<file path="src/rtl/imem_loader_if.sv">
// Host byte stream, instruction-memory write port and load status for imem_loader.
interface imem_loader_if #(
  parameter int ADDR_W = 6
);
  logic              start_load;
  logic              in_valid;
  logic [7:0]        in_data;
  logic              in_ready;
  logic              wr_en;
  logic [ADDR_W-1:0] wr_addr;
  logic [31:0]       wr_data;
  logic              busy;
  logic              done;
  logic              err;

  modport master (
    output start_load, in_valid, in_data,
    input  in_ready, wr_en, wr_addr, wr_data, busy, done, err
  );

  modport slave (
    input  start_load, in_valid, in_data,
    output in_ready, wr_en, wr_addr, wr_data, busy, done, err
  );
endinterface

</file>
<file path="src/rtl/imem_loader.sv">
// Packs a length-prefixed host byte stream into little-endian words for instruction memory.
// Define IMEM_LOADER_CSUM_EN to require a trailing XOR checksum byte after the image.
module imem_loader #(
  parameter int ADDR_W = 6,
  parameter int DEPTH  = 64
) (
  input  logic         clk,
  input  logic         rst,
  imem_loader_if.slave bus
);

`ifdef IMEM_LOADER_CSUM_EN
  typedef enum logic [2:0] {S_IDLE, S_GET_LEN, S_COLLECT, S_WRITE, S_CHECK} state_t;
`else
  typedef enum logic [2:0] {S_IDLE, S_GET_LEN, S_COLLECT, S_WRITE} state_t;
`endif

  localparam logic [8:0] DEPTH_LIM = 9'(DEPTH);

  state_t            state_reg, state_next;
  logic              in_ready_reg, in_ready_next;
  logic              wr_en_reg, wr_en_next;
  logic [ADDR_W-1:0] wr_addr_reg, wr_addr_next;
  logic [31:0]       wr_data_reg, wr_data_next;
  logic              busy_reg, busy_next;
  logic              done_reg, done_next;
  logic              err_reg, err_next;
  logic [7:0]        len_reg, len_next;
  logic [7:0]        word_idx_reg, word_idx_next;
  logic [1:0]        byte_idx_reg, byte_idx_next;
  logic [31:0]       shift_reg, shift_next;
  logic [31:0]       lane_word;
  logic              handshake;
`ifdef IMEM_LOADER_CSUM_EN
  logic [7:0]        csum_reg, csum_next;
`endif

  assign handshake = bus.in_valid & in_ready_reg;

  // Word as it would look with the incoming byte dropped into the current lane.
  generate
    for (genvar gi = 0; gi < 4; gi++) begin : g_lane
      assign lane_word[gi*8 +: 8] = (byte_idx_reg == 2'(gi)) ? bus.in_data : shift_reg[gi*8 +: 8];
    end
  endgenerate

  always_comb begin
    state_next    = state_reg;
    wr_en_next    = 1'b0;
    wr_addr_next  = wr_addr_reg;
    wr_data_next  = wr_data_reg;
    busy_next     = busy_reg;
    done_next     = done_reg;
    err_next      = err_reg;
    len_next      = len_reg;
    word_idx_next = word_idx_reg;
    byte_idx_next = byte_idx_reg;
    shift_next    = shift_reg;
`ifdef IMEM_LOADER_CSUM_EN
    csum_next     = csum_reg;
`endif

    case (state_reg)
      S_IDLE: begin
        if (bus.start_load) begin
          state_next = S_GET_LEN;
          busy_next  = 1'b1;
          done_next  = 1'b0;
          err_next   = 1'b0;
`ifdef IMEM_LOADER_CSUM_EN
          csum_next  = 8'h00;
`endif
        end
      end

      S_GET_LEN: begin
        if (handshake) begin
          len_next = bus.in_data;
          if (bus.in_data == 8'h00) begin
`ifdef IMEM_LOADER_CSUM_EN
            state_next = S_CHECK;
`else
            state_next = S_IDLE;
            busy_next  = 1'b0;
            done_next  = 1'b1;
`endif
          end else if ({1'b0, bus.in_data} > DEPTH_LIM) begin
            state_next = S_IDLE;
            busy_next  = 1'b0;
            done_next  = 1'b1;
            err_next   = 1'b1;
          end else begin
            state_next    = S_COLLECT;
            word_idx_next = 8'h00;
            byte_idx_next = 2'd0;
            shift_next    = 32'h0;
          end
        end
      end

      S_COLLECT: begin
        if (handshake) begin
          shift_next    = lane_word;
          byte_idx_next = byte_idx_reg + 2'd1;
`ifdef IMEM_LOADER_CSUM_EN
          csum_next     = csum_reg ^ bus.in_data;
`endif
          if (byte_idx_reg == 2'd3) begin
            state_next   = S_WRITE;
            wr_en_next   = 1'b1;
            wr_addr_next = word_idx_reg[ADDR_W-1:0];
            wr_data_next = lane_word;
          end
        end
      end

      S_WRITE: begin
        if (word_idx_reg == len_reg - 8'd1) begin
`ifdef IMEM_LOADER_CSUM_EN
          state_next = S_CHECK;
`else
          state_next = S_IDLE;
          busy_next  = 1'b0;
          done_next  = 1'b1;
`endif
        end else begin
          state_next    = S_COLLECT;
          word_idx_next = word_idx_reg + 8'd1;
          byte_idx_next = 2'd0;
        end
      end

`ifdef IMEM_LOADER_CSUM_EN
      S_CHECK: begin
        if (handshake) begin
          state_next = S_IDLE;
          busy_next  = 1'b0;
          done_next  = 1'b1;
          err_next   = (bus.in_data != csum_reg);
        end
      end
`endif

      default: state_next = S_IDLE;
    endcase

    // in_ready is registered, so it is derived from the state being entered.
    in_ready_next = (state_next == S_GET_LEN) || (state_next == S_COLLECT);
`ifdef IMEM_LOADER_CSUM_EN
    if (state_next == S_CHECK) in_ready_next = 1'b1;
`endif
  end

  always_ff @(posedge clk) begin
    if (!rst) begin
      state_reg    <= S_IDLE;
      in_ready_reg <= 1'b0;
      wr_en_reg    <= 1'b0;
      wr_addr_reg  <= '0;
      wr_data_reg  <= 32'h0;
      busy_reg     <= 1'b0;
      done_reg     <= 1'b0;
      err_reg      <= 1'b0;
      len_reg      <= 8'h00;
      word_idx_reg <= 8'h00;
      byte_idx_reg <= 2'd0;
      shift_reg    <= 32'h0;
`ifdef IMEM_LOADER_CSUM_EN
      csum_reg     <= 8'h00;
`endif
    end else begin
      state_reg    <= state_next;
      in_ready_reg <= in_ready_next;
      wr_en_reg    <= wr_en_next;
      wr_addr_reg  <= wr_addr_next;
      wr_data_reg  <= wr_data_next;
      busy_reg     <= busy_next;
      done_reg     <= done_next;
      err_reg      <= err_next;
      len_reg      <= len_next;
      word_idx_reg <= word_idx_next;
      byte_idx_reg <= byte_idx_next;
      shift_reg    <= shift_next;
`ifdef IMEM_LOADER_CSUM_EN
      csum_reg     <= csum_next;
`endif
    end
  end

  assign bus.in_ready = in_ready_reg;
  assign bus.wr_en    = wr_en_reg;
  assign bus.wr_addr  = wr_addr_reg;
  assign bus.wr_data  = wr_data_reg;
  assign bus.busy     = busy_reg;
  assign bus.done     = done_reg;
  assign bus.err      = err_reg;

endmodule

</file>
<file path="src/flat_wrapper.sv">
// flat-port wrapper written by rule: the top's interface ports become plain ports
module imem_loader_flat 
#(
  parameter int ADDR_W = 6,
  parameter int DEPTH  = 64
)
  (clk, rst, bus_start_load, bus_in_valid, bus_in_data, bus_in_ready, bus_wr_en, bus_wr_addr, bus_wr_data, bus_busy, bus_done, bus_err);
  imem_loader_if #(.ADDR_W(ADDR_W)) bus_i ();
  input  logic clk;
  input  logic rst;
  input wire logic [$bits(bus_i.start_load)-1:0] bus_start_load;
  input wire logic [$bits(bus_i.in_valid)-1:0] bus_in_valid;
  input wire logic [$bits(bus_i.in_data)-1:0] bus_in_data;
  output wire logic [$bits(bus_i.in_ready)-1:0] bus_in_ready;
  output wire logic [$bits(bus_i.wr_en)-1:0] bus_wr_en;
  output wire logic [$bits(bus_i.wr_addr)-1:0] bus_wr_addr;
  output wire logic [$bits(bus_i.wr_data)-1:0] bus_wr_data;
  output wire logic [$bits(bus_i.busy)-1:0] bus_busy;
  output wire logic [$bits(bus_i.done)-1:0] bus_done;
  output wire logic [$bits(bus_i.err)-1:0] bus_err;
  assign bus_i.start_load = bus_start_load;
  assign bus_i.in_valid = bus_in_valid;
  assign bus_i.in_data = bus_in_data;
  assign bus_in_ready = bus_i.in_ready;
  assign bus_wr_en = bus_i.wr_en;
  assign bus_wr_addr = bus_i.wr_addr;
  assign bus_wr_data = bus_i.wr_data;
  assign bus_busy = bus_i.busy;
  assign bus_done = bus_i.done;
  assign bus_err = bus_i.err;
  imem_loader #(.ADDR_W(ADDR_W), .DEPTH(DEPTH)) u_core (.clk(clk), .rst(rst), .bus(bus_i));
endmodule
</file>
<file path="config.mk">
export PLATFORM = sky130hd
export DESIGN_NAME = imem_loader_flat
export DESIGN_NICKNAME = d
export VERILOG_FILES = /design/src/rtl/imem_loader_if.sv /design/src/rtl/imem_loader.sv /design/src/flat_wrapper.sv
export SDC_FILE = /design/constraint.sdc
export NUM_CORES = 1
export LEC_CHECK = 0
export BUFFER_PORTS_ARGS = -buffer_cell sky130_fd_sc_hd__buf_2
export CORE_MARGIN = 2
export CORE_UTILIZATION = 51
export DETAILED_ROUTE_END_ITERATION = 10
export HOLD_SLACK_MARGIN = 0.03
export PLACE_DENSITY_LB_ADDON = 0.05
export SYNTH_ARGS = -nofsm -noshare
export SYNTH_HDL_FRONTEND = slang
export SYNTH_SLANG_ARGS = --single-unit
</file>
<file path="constraint.sdc">
create_clock -name clk -period 3.25 [get_ports clk]
set_clock_uncertainty 0.2 [all_clocks]
set_input_delay 0.975 -clock clk [delete_from_list [all_inputs] [get_ports clk]]
set_output_delay 0.975 -clock clk [all_outputs]
set_load 0.01 [all_outputs]
</file>
==> results of run 1 <==
[per-layer routing]
metal | GRT usage (%) | wire length, um | vias to the layer above
li1 | - | - | 1702
met1 | 31.3 | 4270 | 1534
met2 | 35.7 | 4200 | 79
met3 | 3.12 | 480 | 12
met4 | 8.21 | 157 | 0
met5 | 0 | 0 | -
[area by class of cell]
| cell class | count | area share, % |
|---|---|---|
| sequential | 88 | 39.6 |
| timing repair buffer | 68 | 8.99 |
| tap | 99 | 2.78 |
| clock buffer | 9 | 2.78 |
| inverter | 6 | 0.506 |
| multi-input combinational | 335 | 44.4 |
| clock inverter | 6 | 1.01 |
[power groups by stage]
stage / Clock [mW] / Sequential [mW] / Combinational [mW]
after CTS: 0.689 / 1.09 / 0.0796
after floorplan: 0 / 1.11 / 0.0461
after global routing: 0.729 / 1.09 / 0.0854
after detailed placement: 0 / 1.11 / 0.0793
final: 0.674 / 1.09 / 0.0790
after global placement: 0 / 1.11 / 0.0789
[Yosys cell counts, drive strengths merged, types with 2 or more instances]
cell,instances
a211oi,24
or4,5
o211ai,3
ha,6
a311o,2
o211a,2
and2,9
o21ai,8
nor4,4
clkbuf,28
nor3,3
a21oi,47
nor2,43
inv,6
nand4,4
nor2b,5
xor2,2
nand2,74
dfxtp,88
mux2i,34
xnor2,7
and3,2
nand3,29
or3,4
nand2b,4
buf,12
[worst reg2reg max path, stage by stage (launching register included)]
cell and delay, ns:
dfxtp_1 0.37, or4_4 0.58, or4b_1 0.51, a21oi_1 0.18, o211a_4 0.30, nor2_1 0.13, o41ai_1 0.30
[per-stage QoR]
| stage | utilization [%] | cells | instance area [um^2] | hold WS, ns | total power, mW |
|---|---|---|---|---|---|
| 5_1_grt | 60.8 | 611 | 4450 | 0.271 | 1.90 |
| 3_5_place_dp | 58.5 | 596 | 4290 | 0.234 | 1.19 |
| 2_1_floorplan | - | 469 | 3920 | 0.247 | 1.16 |
| 4_1_cts | 60.8 | 611 | 4450 | 0.250 | 1.85 |
| 3_3_place_gp | 58.5 | 596 | 4290 | 0.233 | 1.19 |
| 6_report | 60.8 | 611 | 4450 | 0.246 | 1.84 |
[cell families after synthesis]
kind of cell    Yosys count  synth area share, %
xor+xnor                  9                 2.01
simple gates            191                 22.6
compound gates           93                 14.9
buf+inv                  46                 4.57
other cells               1               0.0958
mux                      35                 8.98
fa+ha+maj                 6                 1.92
flops                    88                 45.0
[how the worst max path moves through the flow]
stage | endpoint | cells after the start | slack (ns) | from
3_3_place_gp | u_core.word_idx_reg[2] | 7 | -0.18 | bus_in_data[0]
4_1_cts | u_core.bus.busy | 8 | 0.23 | bus_in_data[0]
5_1_grt | u_core.word_idx_reg[2] | 7 | 0.11 | bus_in_data[0]
2_1_floorplan | u_core.shift_reg[23] | 8 | 0.11 | bus_in_data[1]
3_5_place_dp | u_core.bus.busy | 8 | -0.12 | bus_in_data[0]
6_report | u_core.word_idx_reg[2] | 7 | 0.23 | bus_in_data[0]
==> results.yml, run 1 <==
status:
  outcome: "completed"
clock_tree:
  cts_tree: "yes"
  cts_num_sinks: 88
  clk_pin_slew_ns: 0.08
  clk_latency_ns: 0.35
  cts-hold-fix-buffers: 0
  cts_root_buf: "clkbuf_8"
  post_cts_buffers: 0
  ctsResizeCount: 0
  cts_made_buffers: 9
  htreeDepth: 3
  max-clock-path-buffers: 2
final_layout:
  final_cell_mix: "88 x dfxtp_1, 74 x nand2_1, 54 x buf_2"
  final_net_count: 526
  multi_input_area_um2: 1980
  final_common_cell: "dfxtp_1"
  diodes: 0
  area_delta_synth_final_pct: 13.7
  largest_reg_flops: 32
  register_area_um2: 1760
  fill_cells: 661
  drive_gt1_share_pct: 17.6
sta:
  rsz0062_at_grt: "no"
  setup_violations: 0
  finalCriticalPeriod_ns: 3.02
  final_hold_viol_count: 0
  tightest_slew_ns: 0.602
  period_share_pct: 93.0
  slew_viol_final: 0
  setup_tns_ns: 0
  max_freq_ghz: 0.331
  layout_setup_ws_ns: 0.227
  max_slew_margin_pct: 59.5
worst_setup_path:
  slowest_delay_ns: 0.54
  reg2reg_from: "u_core.len_reg[0]"
  cp_common_cell: "or4_1"
  cp.required_ns: 3.35
  rr_worst_depth: 6
  cp_data_arrival_time_ns: 3.12
  cp.buffers_inverters: 1
  crit_path_top_delay_cell: "or4_1"
  cp-start-kind: "input port"
  r2r-end: "u_core.byte_idx_reg[0]"
  cp_top_family: "simple AND/OR/NAND/NOR gates"
  path_cells: "buf_2 > or4_1 > nor4_1 > or4_1 > nand2_1 > or4_1 > nand2_1"
  cp-end-kind: "register"
  reg2reg_slack_ns: 0.58
  path_max_fanout: 6
  critPathKind: "in2reg"
yosys:
  syn_area_um2: 3920
  async_flop_share_pct: 0
  synthFlopType: "dfxtp_1"
  avgSynthCellArea_um2: 8.35
  synth.largest_area_cell: "dfxtp_1"
  synth.top_cell.area_share_pct: 45.0
  synth_edf_count: 0
  netlist_instances: 469
  synth.area.top_cells: "dfxtp_1 45%, mux2i_1 8.7%, nand2_1 7.1%"
  ys_warn_count: 0
  syn-num-nets: 487
  ys_types: 44
  ys_seq_area_share_pct: 45.0
  ys_seq_elements: 88
pwr:
  clkPwrFrac_pct: 36.6
  p_leak_nw: 1.73
  p_seq_share_pct: 59.1
  powerDensity_nw_per_um2: 413
  vdd_drop_max_mv: 0.183
  p_comb_share_pct: 4.3
  internal-power_mw: 1.38
  power_switching_uw: 454
  p_sw_share_pct: 24.7
route:
  drc: 0
  first_pass_iters: 4
  wirelength_um: 9110
  vias: 3327
  routed_via_density: 5.45
  first_iter_violations: 154
  ant_nets: 0
  wl_per_cell_um: 14.9
place:
  port_buffers: 54
  dp_hpwl_um: 6190
  dp_slack_ns: -0.120
  place_congestion: 0.827
grt:
  grt_overflow_total: 0
  grt_pass1_vias: 3129
  grtUsageTotal_pct: 22.5
  antenna_found_initial: 0
  grt_pass1_wl_um: 15300
  grt_start_max_net_pins: 72
flow_run:
  cap_viol_max_count: 0
floorplanning:
  die_w_um: 91.6
  placementRows: 31
  die_y_um: 91.6
  start_util_pct: 53.4
  dieArea_um2: 8400
  coreArea_um2: 7330
  ios: 55
hold_path:
  whs_endpoint: "u_core.bus.done"
  min_path_cells: 2
  min-delay-start: "u_core.bus.done"
  min_path_type: "reg2reg"
Power figures use the tool's default switching activity.
==> inputs of run 2 (changes only) <==
Settings changed: CORE_UTILIZATION 51 to 56.
==> run 2 against run 1 <==
Against the previous run:
- wire length down 2.7%
- critical path type unchanged
- core utilization up 5.4 points
- critical path depth up 1
- final cell count down 0.98%
- register-to-register slack worse by 0.04 ns
- total power up 12%
==> results.yml, run 2 (synthesized netlist as in run 1, its figures left out) <==
grt:
  grt_overflow_total: 0
  grt_start_max_net_pins: 72
  grt_pass1_wl_um: 14800
  grt_pass1_vias: 3009
  grtUsageTotal_pct: 24.7
  antenna_found_initial: 0
place:
  dp_hpwl_um: 5910
  port_buffers: 54
  place_congestion: 0.816
floorplanning:
  die_y_um: 87.6
  ios: 55
  die_w_um: 87.6
  coreArea_um2: 6790
  placementRows: 30
  dieArea_um2: 7680
  start_util_pct: 57.6
pwr:
  powerDensity_nw_per_um2: 456
  power_mw: 2.05
  vdd_drop_max_mv: 0.272
  p_leak_nw: 1.76
sta:
  finalCriticalPeriod_ns: 2.91
  setup_tns_ns: 0
  period_share_pct: 89.6
  max_freq_ghz: 0.344
  setup_violations: 0
  rsz0062_at_grt: "no"
  tightest_slew_ns: 0.614
  slew_viol_final: 0
  final_hold_viol_count: 0
  max_slew_margin_pct: 59.0
clock_tree:
  post_cts_buffers: 0
  cts_tree: "yes"
  cts-hold-fix-buffers: 0
  clk_pin_slew_ns: 0.08
  cts_num_sinks: 88
  cts_root_buf: "clkbuf_8"
  cts_made_buffers: 9
  max-clock-path-buffers: 2
  clk_latency_ns: 0.36
  htreeDepth: 3
  ctsResizeCount: 0
worst_setup_path:
  reg2reg_slack_ns: 0.54
  reg2reg_from: "u_core.len_reg[0]"
  path_max_fanout: 2
  r2r-end: "u_core.byte_idx_reg[0]"
  critPathKind: "in2reg"
  cp-end-kind: "register"
  rr_worst_depth: 6
  cp_data_arrival_time_ns: 2.98
  cp.required_ns: 3.32
  cp-start-kind: "input port"
route:
  wirelength_um: 8860
  routed_via_density: 5.55
  ant_nets: 0
  first_iter_violations: 123
  drc: 0
  first_pass_iters: 4
  wl_per_cell_um: 14.6
  vias: 3358
hold_path:
  min_path_cells: 2
  min_path_type: "reg2reg"
  whs_endpoint: "u_core.bus.done"
  min-delay-start: "u_core.bus.done"
final_layout:
  final_cell_mix: "88 x dfxtp_1, 74 x nand2_1, 54 x buf_2"
  final_common_cell: "dfxtp_1"
  diodes: 0
  final_net_count: 524
  largest_reg_flops: 32
  drive_gt1_share_pct: 17.1
  area_delta_synth_final_pct: 14.8
  fill_cells: 606
  final_util_pct: 66.2
flow_run:
  cap_viol_max_count: 0
status:
  outcome: "completed"
## run 2: where the power goes
| part | switching [mW] | leakage [nW] | internal (mW) |
|---|---|---|---|
| sequential | 0.00521 | 0.709 | 1.08 |
| combinational | 0.0495 | 0.937 | 0.0260 |
| clock | 0.383 | 0.117 | 0.506 |
## run 2: area by class of cell
class	instances	area (um^2)	share of cell area, %
Inverter	6	22.5	0.501
Clock inverter	5	106	2.37
Timing Repair Buffer	66	385	8.57
Multi-Input combinational cell	335	1980	44.0
Tap cell	96	120	2.67
Sequential cell	88	1760	39.2
Clock buffer	9	124	2.75
## run 2: metal layers
| layer | share of wire (%) | track usage (%) | up-vias |
|---|---|---|---|
| met2 | 46 | 37.5 | 90 |
| met5 | 0 | 0 | - |
| met1 | 48 | 35.7 | 1561 |
| li1 | - | - | 1695 |
| met4 | 1.6 | 8.95 | 0 |
| met3 | 4.5 | 4.05 | 12 |
## run 2: worst max-delay path by stage
stage / startpoint / endpoint / cells after the start
floorplan: bus_in_data[1] / u_core.shift_reg[23] / 8
global placement: bus_in_data[0] / u_core.bus.busy / 8
detailed placement: bus_in_data[0] / u_core.word_idx_reg[3] / 8
CTS: bus_in_data[0] / u_core.bus.busy / 8
global route: bus_in_data[0] / u_core.bus.busy / 8
finish: bus_in_data[0] / u_core.bus.busy / 8
## run 2: critical path, stage by stage
cell      delay [ns]
buf_2           0.10
or4_1           0.62
o31a_1          0.29
buf_4           0.14
o311ai_0        0.35
a21oi_1         0.15
mux2_2          0.29
o31ai_1         0.06
## run 2: stage by stage
stage               worst slack [ns]  instance area (um^2)  hold WS [ns]  cells
finish                         0.340                  4500         0.249    605
CTS                            0.325                  4500         0.254    605
detailed placement           0.00591                  4270         0.238    591
floorplan                      0.115                  3920         0.247    469
global placement              0.0393                  4270         0.230    591
global route                   0.251                  4500         0.269    605
